### src/rtl/alex_cc_decoder.sv
// Alex C&C frame decoder: hunts 3-byte sync, captures five
// control bytes, commits filter/PTT/NCO fields atomically.
module alex_cc_decoder #(
  parameter int         FRAME_BYTES = 512,
  parameter logic [7:0] SYNC_BYTE   = 8'h7F,
  parameter int         PTT_TIMEOUT = 1_228_800
) (
  input  logic        clock,
  input  logic        reset_n,
  input  logic [7:0]  rx_byte,
  input  logic        rx_valid,
  output logic [31:0] frequency_HZ,
  output logic [31:0] tx_frequency,
  output logic [31:0] rx_frequency,
  output logic [1:0]  ATTEN,
  output logic        PTT_out,
  output logic        locked,
  output logic        sync_error
);

  localparam int PAY_W = $clog2(FRAME_BYTES);
  localparam int WD_W  = $clog2(PTT_TIMEOUT + 1);

  localparam logic [PAY_W-1:0] PAY_LAST =
    PAY_W'(FRAME_BYTES - 9);
  localparam logic [WD_W-1:0]  WD_MAX =
    WD_W'(PTT_TIMEOUT);
  localparam logic [WD_W-1:0]  WD_NEAR =
    WD_W'(PTT_TIMEOUT - 1);

  typedef enum logic [3:0] {
    S0, S1, S2, C0, C1, C2, C3, C4, DATA
  } state_t;

  state_t           state;
  logic [PAY_W-1:0] pay_cnt;
  logic [WD_W-1:0]  wd_cnt;
  logic [7:0]       c0_q;
  logic [7:0]       c1_q;
  logic [7:0]       c2_q;
  logic [7:0]       c3_q;
  logic             commit;
  logic             is_sync;

  // C4 is taken straight from the bus, so commit is combinational
  always_comb begin
    commit  = rx_valid && (state == C4);
    is_sync = (rx_byte == SYNC_BYTE);
  end

  // frame FSM, field registers, watchdog and output pipeline
  always_ff @(posedge clock) begin
    if (!reset_n) begin
      state        <= S0;
      pay_cnt      <= '0;
      wd_cnt       <= '0;
      c0_q         <= '0;
      c1_q         <= '0;
      c2_q         <= '0;
      c3_q         <= '0;
      frequency_HZ <= '0;
      tx_frequency <= '0;
      rx_frequency <= '0;
      ATTEN        <= '0;
      PTT_out      <= 1'b0;
      locked       <= 1'b0;
      sync_error   <= 1'b0;
    end else begin
      sync_error   <= 1'b0;
      frequency_HZ <= PTT_out ? tx_frequency
                              : rx_frequency;

      if (commit)
        wd_cnt <= '0;
      else if (wd_cnt != WD_MAX)
        wd_cnt <= wd_cnt + 1'b1;

      // timeout drop; a commit below overrides it
      if (!commit && wd_cnt >= WD_NEAR)
        PTT_out <= 1'b0;

      if (rx_valid) begin
        unique case (state)
          S0: begin
            if (is_sync) begin
              state <= S1;
            end else if (locked) begin
              locked     <= 1'b0;
              sync_error <= 1'b1;
            end
          end
          S1, S2: begin
            if (is_sync) begin
              state <= (state == S1) ? S2 : C0;
              if (state == S2)
                locked <= 1'b1;
            end else begin
              state <= S0;
              if (locked) begin
                locked     <= 1'b0;
                sync_error <= 1'b1;
              end
            end
          end
          C0: begin
            c0_q  <= rx_byte;
            state <= C1;
          end
          C1: begin
            c1_q  <= rx_byte;
            state <= C2;
          end
          C2: begin
            c2_q  <= rx_byte;
            state <= C3;
          end
          C3: begin
            c3_q  <= rx_byte;
            state <= C4;
          end
          C4: begin
            state   <= DATA;
            PTT_out <= c0_q[0];
            unique case (1'b1)
              (c0_q[7:1] == 7'h00):
                ATTEN <= c3_q[1:0];
              (c0_q[7:1] == 7'h01):
                tx_frequency <=
                  {c1_q, c2_q, c3_q, rx_byte};
              (c0_q[7:1] == 7'h02):
                rx_frequency <=
                  {c1_q, c2_q, c3_q, rx_byte};
              default: ;
            endcase
          end
          DATA: begin
            if (pay_cnt == PAY_LAST) begin
              pay_cnt <= '0;
              state   <= S0;
            end else begin
              pay_cnt <= pay_cnt + 1'b1;
            end
          end
          default: state <= S0;
        endcase
      end
    end
  end

endmodule

### config.mk
export PLATFORM = sky130hd
export DESIGN_NAME = alex_cc_decoder
export DESIGN_NICKNAME = d
export VERILOG_FILES = /design/src/rtl/alex_cc_decoder.sv
export SDC_FILE = /design/constraint.sdc
export NUM_CORES = 1
export LEC_CHECK = 0
export CORE_ASPECT_RATIO = 2
export CORE_MARGIN = 2
export CORE_UTILIZATION = 68
export CTS_CLUSTER_DIAMETER = 40
export DETAILED_ROUTE_END_ITERATION = 10
export DONT_BUFFER_PORTS = 1
export GPL_ROUTABILITY_DRIVEN = 0
export PLACE_DENSITY = 0.84
export SETUP_SLACK_MARGIN = 0.4
export SLEW_MARGIN = 20
export SYNTH_ARGS = -nofsm -noshare
export SYNTH_HDL_FRONTEND = slang
export SYNTH_SLANG_ARGS = --single-unit
export TNS_END_PERCENT = 20
### constraint.sdc
create_clock -name clock -period 3.7 [get_ports clock]
set_input_delay 0.37 -clock clock [delete_from_list [all_inputs] [get_ports clock]]
set_output_delay 0.37 -clock clock [all_outputs]
set_load 0.02 [all_outputs]
==> results.toml, run 1 <==
[timing]
tightest_slew_ps = 985
slew_viol_final = 0
slew_headroom_pct = 34.0
rsz0062_at_grt = "no"
fin_tns_setup_ps = 0
setup_viol = 0
fin_crit_sh_pct = 59.3
clock_skew_ps = 5.82
fmax_ghz = 0.456
timing_hold_violations_final = 0
period_minus_slack_ps = 2190
worst_slack_ps = 1510

[setup_path]
regToRegStartpoint = "state[0]$_SDFFE_PN0P_"
path_max_fanout = 19
crit_chain = "and2_1 > and4_2 > buf_16 > mux2i_1 > nor2b_1"
worstPathRequired_ps = 4010
crit_path_start_kind = "flop"
reg2reg_depth = 5
crit_family = "simple AND/OR/NAND/NOR gates"
cp.arrival_ps = 2500
max_stage_delay_ps = 710
r2r_slack_ps = 1510
critPathCaptureType = "flop"
path_class = "flop to flop"
path_buf_inv = 1
cp_slowest_cell = "and4_2"
r2r-end = "rx_frequency[5]$_SDFFE_PN0P_"

[die]
rows = 51
coreArea_um2 = 9760
die_area_um2 = 10900
die_y_um = 146
die_w_um = 74.8
ioPinCount = 112
start_util_pct = 69.9

[global_route]
grt-ovfl-total = 0
grt_max_degree = 145
grt_pass1_vias = 4532
grt_pass1_wl_um = 22800
antenna_found_initial = 0
track_usage_pct = 27.4

[pwr]
p_per_area_nw_per_um2 = 468
ir_worst_vdd_mv = 0.379
leakage_nw = 2.61
power.total_w = 0.00348

[detailed_routing]
wl_per_cell_um = 18.2
vias = 4688
drt_iter0_markers = 320
drc = 0
ant_nets = 0
avgViaCountPerCell = 5.90
dr.pass1.iters = 5
wl_um = 14400

[clock_network]
path_clk_slew_ps = 60
htree_levels = 4
postCtsHoldBufs = 0
root_buffer = "clkbuf_16"
clock_path_buffers = 2
cts_buffers = 17
cts.sink_count = 167
post-cts-setup-buffers = 0
cts_tree = "done"
cts_repair_resize_count = 0
clock_latency_ps = 420

[finish]
fillers = 679
final_nets = 665
final_cell_area_um2 = 7440
drive_above_1_share_pct = 7.39
diodes = 0
area_growth_pct = 8.98
post-route-util_pct = 76.2

[yosys]
syn_inst = 667
yosys_warnings = 0
ys_seq_area_share_pct = 49.0
syn_area_um2 = 6830
synth_fp_nets = 681
syn_area_per_cell_um2 = 10.2
yosys.area.top_type = "dfxtp_1"
synth_top_area_share_pct = 49.0
netlist_top_cells_area = "dfxtp_1, mux2i_1, nor2b_1"
ys_seq_elements = 167
synth_cell_types = 49

[place]
post-place-ws_ps = 1480
hpwlAfterDp_um = 9540
placement.io_buffers = 0
place_area_um2 = 6870

[worst_hold_path]
holdPathEnd = "frequency_HZ[17]$_SDFF_PN0_"
min_path_cells = 1
hold_start = "reset_n"
hold_class = "input port to flop"

[job]
maxCapViolations = 0

[outcome]
status = "completed"
-- synth_stat cells, drive strengths merged --
| library cell | number |
|---|---|
| dfxtp | 167 |
| mux2i | 124 |
| nor2b | 124 |
| nand2 | 31 |
| clkbuf | 28 |
| o21ai | 21 |
| nor2 | 20 |
| nand3 | 17 |
| a21boi | 12 |
| a21oi | 12 |
| buf | 12 |
| nand4 | 12 |
| xor2 | 11 |
| or3 | 8 |
| nor3 | 6 |
| or4 | 6 |
| and4 | 5 |
| inv | 5 |
| nor4 | 5 |
| nor4b | 5 |
| xnor2 | 5 |
| and3 | 4 |
| nor3b | 4 |
| and2 | 3 |
| ha | 3 |
| o31ai | 3 |
| a21o | 2 |
| a211oi | 1 |
| a21bo | 1 |
| a221oi | 1 |
| and3b | 1 |
| and4bb | 1 |
| nand2b | 1 |
| nand3b | 1 |
| nand4b | 1 |
| o211ai | 1 |
| o311a | 1 |
| o41ai | 1 |
| or3b | 1 |
-- how the worst max path moves through the flow --
stage,start,slack [ps],endpoint,depth (start not counted)
floorplan,wd_cnt[9]$_SDFFE_PP0P_,1900,wd_cnt[20]$_SDFFE_PP0P_,4
CTS,state[0]$_SDFFE_PN0P_,1420,rx_frequency[28]$_SDFFE_PN0P_,4
detailed placement,state[0]$_SDFFE_PN0P_,1480,rx_frequency[6]$_SDFFE_PN0P_,4
global placement,state[0]$_SDFFE_PN0P_,1510,rx_frequency[12]$_SDFFE_PN0P_,4
global route,state[0]$_SDFFE_PN0P_,1340,rx_frequency[5]$_SDFFE_PN0P_,5
finish,state[0]$_SDFFE_PN0P_,1510,rx_frequency[5]$_SDFFE_PN0P_,5
-- area by class of cell --
| class | count | area, um^2 | area share [%] |
|---|---|---|---|
| clock inverters | 8 | 75.1 | 1.01 |
| well taps | 132 | 165 | 2.22 |
| inverters | 5 | 18.8 | 0.252 |
| multi-input cells | 455 | 3310 | 44.5 |
| clock buffers | 23 | 468 | 6.29 |
| flip-flops and latches | 167 | 3340 | 45.0 |
| repair buffers | 5 | 57.6 | 0.774 |
-- registers in the layout, summed over array words and instances (netlist names) --
register      cells
frequency_HZ     32
rx_frequency     32
tx_frequency     32
wd_cnt           21
pay_cnt           9
c0_q              8
c1_q              8
c2_q              8
c3_q              8
state             4
ATTEN             2
PTT_out           1
locked            1
sync_error        1
-- stage by stage --
stage | std cells | hold WS, ps
6_report | 795 | 79.2
5_1_grt | 795 | 75.4
4_1_cts | 794 | 76.5
3_5_place_dp | 763 | 476
3_3_place_gp | 763 | 464
2_1_floorplan | 667 | 443
-- cells in the final DEF (no fill, tap or decap), drive strengths merged, types with 2 or more instances in the layout --
| cell | instances |
|---|---|
| nor3 | 6 |
| nor2 | 20 |
| and4 | 5 |
| or3 | 8 |
| a21o | 2 |
| a21boi | 12 |
| nor4 | 5 |
| or4 | 6 |
| a21oi | 12 |
| inv | 5 |
| and3 | 4 |
| ha | 3 |
| xor2 | 11 |
| nand2 | 31 |
| mux2i | 124 |
| nor4b | 5 |
| nand4 | 12 |
| clkinv | 6 |
| o31ai | 3 |
| o21ai | 21 |
| and2 | 3 |
| xnor2 | 5 |
| dfxtp | 167 |
| nor3b | 4 |
| nand3 | 17 |
| clkbuf | 23 |
| nor2b | 124 |
| buf | 5 |
-- routing by layer --
layer / GRT usage [%] / vias to the layer above / part of all wire (%)
li1: - / 2262 / -
met2: 46.5 / 147 / 54
met4: 11.0 / 0 / 2.2
met3: 7.20 / 30 / 5.7
met5: 0 / - / 0
met1: 31.5 / 2249 / 38
-- cells by family (layout without fill, tap and decap cells) --
logic type	Yosys count	after routing	synth area share, %
xor+xnor	16	16	2.05
flops	167	167	49.0
fa+ha+maj	3	3	0.550
mux	124	124	18.2
simple gates	256	256	22.5
buf+inv	45	41	2.69
compound gates	56	56	5.06
-- report_power, final --
group / switching (W) / total [W] / internal (W)
logic: 0.0000150 / 0.0000443 / 0.0000293
registers: 0.00000371 / 0.00180 / 0.00180
clock network: 0.000681 / 0.00164 / 0.000954
Note: power is estimated with default switching activity, not from simulation.
==> run 2, diff against run 1 <==
Settings changed: ABC_AREA set to 1, CORE_UTILIZATION 68 to 63, PLACE_DENSITY 0.84 to 0.79.
Clock period 3.7 ns to 2.2 ns, I/O delays scaled along.
==> run 2 against run 1 <==
Via count rose by 28%. Clock skew rose by 1.2 ps. Sequential share of layout area fell by 0.77 points. First-iteration DRC count rose by 51%. Sequential power rose by 68%. Worst setup slack got worse by 1000 ps. Fmax rose by 30%. Non-clock buffer count rose by 15. Sequential cell count did not move. Power rose by 87%. Utilization fell by 4.0 points. Combinational power rose to 3.1 times the previous value.
==> results.toml, run 2 <==
[outcome]
status = "completed"

[global_route]
grt_pass1_vias = 5846
antenna_found_initial = 0
grt_pass1_wl_um = 28700
grt-ovfl-total = 0
grt_max_degree = 66
track_usage_pct = 31.8

[detailed_routing]
drt_iter0_markers = 484
drc = 0
ant_nets = 0
avgViaCountPerCell = 5.73
dr.pass1.iters = 5
vias = 5996
wl_um = 17900
wl_per_cell_um = 17.1

[timing]
fmax_ghz = 0.592
fin_crit_sh_pct = 76.8
period_minus_slack_ps = 1690
timing_hold_violations_final = 0
rsz0062_at_grt = "yes"
slew_viol_final = 0
tightest_slew_ps = 611
clock_skew_ps = 7.01
slew_headroom_pct = 59.2
fin_tns_setup_ps = 0
setup_viol = 0

[clock_network]
cts_buffers = 17
cts.sink_count = 167
post-cts-setup-buffers = 0
cts_tree = "done"
clock_latency_ps = 420
path_clk_slew_ps = 70
htree_levels = 4
root_buffer = "clkbuf_16"
clock_path_buffers = 2

[pwr]
ir_worst_vdd_mv = 0.607
p_per_area_nw_per_um2 = 863
power.total_w = 0.00653
leakage_nw = 2.86

[yosys]
synth_edf_count = 0
netlist_top_cells_area = "dfxtp_1, nand2_1, nor2_1"
synth_top_flop_cell = "dfxtp_1"
synth_top_area_share_pct = 49.7
synth_fp_nets = 908
syn_area_per_cell_um2 = 7.52
synth_most_common_cell = "nand2_1"
yosys.area.top_type = "dfxtp_1"
ys_seq_elements = 167
syn_inst = 894
synth_cell_types = 33
yosys_warnings = 0
ys_seq_area_share_pct = 49.7
async_reset_ff_share_pct = 0
synth_commonest_cells = "nand2_1, dfxtp_1, nor2_1, a21oi_1, o21ai_0"
syn_area_um2 = 6720

[die]
die_area_um2 = 11600
ioPinCount = 112
die_w_um = 77.0
start_util_pct = 64.2
coreArea_um2 = 10500
rows = 53
die_y_um = 150

[setup_path]
crit_path_start_kind = "flop"
max_stage_delay_ps = 450
path_class = "flop to flop"
critPathCaptureType = "flop"
path_max_fanout = 9
cp_slowest_cell = "dfxtp_1"
regToRegStartpoint = "state[0]$_SDFFE_PN0P_"
cp-startpoint = "state[0]$_SDFFE_PN0P_"
crit_chain = "inv_1 > nand4_1 > clkinv_1 > o21ai_0 > a21oi_1"
path_buf_inv = 2
r2r-end = "c3_q[7]$_SDFFE_PN0P_"
worstPathRequired_ps = 2500
cp.arrival_ps = 1990
r2r_slack_ps = 510
worstSetupEndpoint = "c3_q[7]$_SDFFE_PN0P_"
worst-path-stages = 5
crit_family = "buffers and inverters"
reg2reg_depth = 5

[place]
hpwlAfterDp_um = 11700
placement.io_buffers = 0

[worst_hold_path]
hold_class = "input port to flop"

[finish]
drive_above_1_share_pct = 12.5
area_growth_pct = 12.5
diodes = 0
layout_commonest_cell = "nand2_1"
most-common-layout-cells = "nand2_1, dfxtp_1, nor2_1, a21oi_1, o21ai_0"
fillers = 840
final_nets = 911
largestRegisters = "frequency_HZ x32, rx_frequency x32, tx_frequency x32"

[job]
maxCapViolations = 0
## run 2: how the worst min path moves through the flow
stage                     from                           end  slack [ps]  depth (start not counted)
floorplan           rx_byte[0]  rx_frequency[0]$_SDFFE_PN0P_         360                          2
global placement       reset_n           locked$_SDFFE_PN0P_         360                          1
detailed placement     reset_n   frequency_HZ[12]$_SDFF_PN0_         370                          2
CTS                 rx_byte[0]          c2_q[0]$_SDFFE_PN0P_           3                          2
global route        rx_byte[0]          c2_q[0]$_SDFFE_PN0P_          10                          2
finish              rx_byte[0]          c2_q[0]$_SDFFE_PN0P_          10                          2
## run 2: repair_timing
action                                  in CTS  in global routing
hold endpoints to repair                    82                  0
endpoints found under the setup margin       0                 36
hold buffers                                10                  0
resized for setup                            0                  4
## run 2: stage by stage
step | utilization [%] | worst slack (ps) | instance area, um^2 | std cells | hold slack (ps)
after CTS | 72.1 | 482 | 7550 | 1047 | 2.52
after detailed placement | 64.6 | 515 | 6770 | 1005 | 368
after global placement | 64.6 | 597 | 6770 | 1005 | 362
after global routing | 72.2 | 345 | 7570 | 1047 | 12.6
final | 72.2 | 511 | 7570 | 1047 | 9.52
after floorplan | - | 852 | 6720 | 894 | 363
## run 2: cell type report
type,count,area (um^2),share of cell area (%)
clock buffers,18,439,5.80
well taps,137,171,2.27
repair buffers,20,185,2.45
inverters,63,246,3.26
clock inverters,14,234,3.09
multi-input cells,628,2950,38.9
flip-flops and latches,167,3340,44.2
## run 2: metal layers
layer | up-vias | track usage (%) | share of wire, %
li1 | 2887 | - | -
met1 | 2796 | 32.1 | 36
met2 | 233 | 58.6 | 53
met3 | 80 | 7.43 | 5.4
met4 | 0 | 19.5 | 6.1
met5 | - | 0 | 0
## run 2: power breakdown
group	internal [W]	total, W	switching (W)	leakage [nW]
clock network	0.00208	0.00336	0.00128	0.330
logic	0.0000386	0.000136	0.0000972	1.18
registers	0.00303	0.00303	0.00000491	1.34
## run 2: cell families (layout without fill, tap and decap cells)
family                   after synthesis  count (layout)  synth area share [%]
flip-flops                           167             167                  49.7
adder cells (fa/ha/maj)                3               3                 0.558
AND/OR/NAND/NOR                      441             441                  27.5
buffers and inverters                 99             115                  6.59
XOR/XNOR                               2               2                 0.261
AO/OA/AOI/OAI                        182             182                  15.3
==> run 3, diff against run 2 <==
Settings changed: ABC_AREA 1 to 0.
Clock period 2.2 ns to 1.6 ns, I/O delays scaled along.
==> run 3 against run 2 <==
The run now ends with hold timing, setup timing left. Utilization grew 10 points. Worst setup slack got worse by 640 ps. Fmax shrank 2.5%. First-iteration DRC count decreased by 6.4%. Sequential power is 37% higher. Clock skew is 5.8 ps higher. Wire length up 13%. Final cell count is 17% lower. Sequential cell count is the same. Via count is 8.9% lower. Worst hold slack lost 130 ps. Critical path depth rose by 1. Highest routed layer unchanged.
==> results.toml, run 3 (synthesis results as in run 1) <==
[outcome]
status = "finished with violations"
violations = "hold timing, setup timing"

[setup_path]
cp-startpoint = "state[3]$_SDFFE_PN0P_"
path_max_fanout = 7
r2r-end = "rx_frequency[31]$_SDFFE_PN0P_"
regToRegStartpoint = "state[3]$_SDFFE_PN0P_"
r2r_slack_ps = -130
crit_path_start_kind = "flop"
cp.arrival_ps = 2030
worstSetupEndpoint = "rx_frequency[31]$_SDFFE_PN0P_"
reg2reg_depth = 6
path_class = "flop to flop"
worstPathRequired_ps = 1900
critPathCaptureType = "flop"

[detailed_routing]
avgViaCountPerCell = 6.26
drc = 0
drt_iter0_markers = 453
vias = 5461
wl_um = 20200
wl_per_cell_um = 23.1
dr.pass1.iters = 6
ant_nets = 0

[die]
coreArea_um2 = 10500
start_util_pct = 64.7
die_w_um = 77.6
die_y_um = 151
die_area_um2 = 11700
ioPinCount = 112
rows = 53

[place]
placement.io_buffers = 0
placed_cells = 802
hpwlAfterDp_um = 10900
post-place-ws_ps = -65.6

[timing]
setup_viol = 6
fin_hold_ws_ps = -123
clock_skew_ps = 12.8
fmax_ghz = 0.577
slew_viol_final = 0
tightest_slew_ps = 461
fin_crit_sh_pct = 108
slew_headroom_pct = 69.2
timing_hold_violations_final = 145
worst_slack_ps = -133
rsz0062_at_grt = "yes"
period_minus_slack_ps = 1730

[finish]
area_growth_pct = 27.1
diodes = 0
post-route-util_pct = 82.3
final_nets = 738
drive_above_1_share_pct = 29.8
largestRegisters = "frequency_HZ x32, rx_frequency x32, tx_frequency x32"
most-common-layout-cells = "dfxtp_1, nor2b_1, mux2i_1, buf_4, nand2_1"
multi_input_comb_area_um2 = 3740
layout_commonest_cell = "dfxtp_1"
stdcell_count = 873
fillers = 531
register_area_um2 = 3420

[pwr]
leakage_nw = 3.20
ir_worst_vdd_mv = 1.00
p_per_area_nw_per_um2 = 928

[clock_network]
htree_levels = 4
clock_latency_ps = 430
cts.sink_count = 167
path_clk_slew_ps = 70
cts_buffers = 17
root_buffer = "clkbuf_16"
clock_path_buffers = 2
cts_tree = "done"
postCtsHoldBufs = 7

[global_route]
antenna_found_initial = 0
grt_max_degree = 145
grt_pass1_vias = 5354
grt-ovfl-total = 0
grt_pass1_wl_um = 28000
track_usage_pct = 31.2

[job]
maxCapViolations = 0

[worst_hold_path]
hold_class = "input port to flop"
run 3: changes by cell type in the layout (fill, tap and decap cells not counted), moves of 50 or more:
cell and change:
nor2b_1 +124, o21ai_0 -60, nor2_1 -138, nand2_1 -183, inv_1 -50, a21oi_1 -72, mux2i_1 +116
run 3: what timing repair did:
item	CTS	global route
endpoints found under the hold margin	146	146
endpoints found under the setup margin	133	134
cloned	3	0
gates resized for setup	91	61
pin swaps	62	46
setup buffers	12	18
run 3: critical path: stages, from the launching register on:
cell and delay, ps:
dfxtp_4 370, and3b_2 270, and4_4 290, buf_12 130, buf_16 130, mux2i_1 310, nor2b_1 100
run 3: per-layer routing:
metal | part of all wire, % | vias to the layer above | global-route usage, %
met5 | 0 | - | 0
met4 | 7.6 | 0 | 20.6
met3 | 6.5 | 126 | 8.40
met2 | 52 | 301 | 54.6
met1 | 34 | 2617 | 32.1
li1 | - | 2417 | -
run 3: power by group:
part           switching, W  internal [W]
combinational     0.0000850     0.0000964
clock               0.00172       0.00200
sequential        0.0000177       0.00414
run 3: worst min-delay path by stage:
stage / start / endpoint / slack [ps] / cells past startpoint
global placement: reset_n / rx_frequency[11]$_SDFFE_PN0P_ / 300 / 1
finish: reset_n / pay_cnt[2]$_SDFFE_PN0P_ / -120 / 1
floorplan: rx_byte[6] / c0_q[6]$_SDFFE_PN0P_ / 300 / 2
CTS: reset_n / tx_frequency[2]$_SDFFE_PN0P_ / -140 / 1
global route: reset_n / frequency_HZ[7]$_SDFF_PN0_ / -140 / 1
detailed placement: reset_n / tx_frequency[2]$_SDFFE_PN0P_ / 300 / 1
run 3: final cells by class:
class	count	share of cell area (%)
Multi-Input combinational cell	455	43.1
Sequential cell	167	39.4
Timing Repair Buffer	78	9.23
Clock buffer	18	4.95
Tap cell	137	1.98
Clock inverter	13	1.12
Inverter	5	0.216
run 3: through the flow:
stage | power (W) | instance area (um^2) | TNS [ps]
2_1_floorplan | 0.00439 | 6970 | 0
3_3_place_gp | 0.00436 | 7250 | -1.28
3_5_place_dp | 0.00437 | 7250 | -284
4_1_cts | 0.00805 | 8290 | -2.08
5_1_grt | 0.00825 | 8680 | -1580
6_report | 0.00805 | 8680 | -335
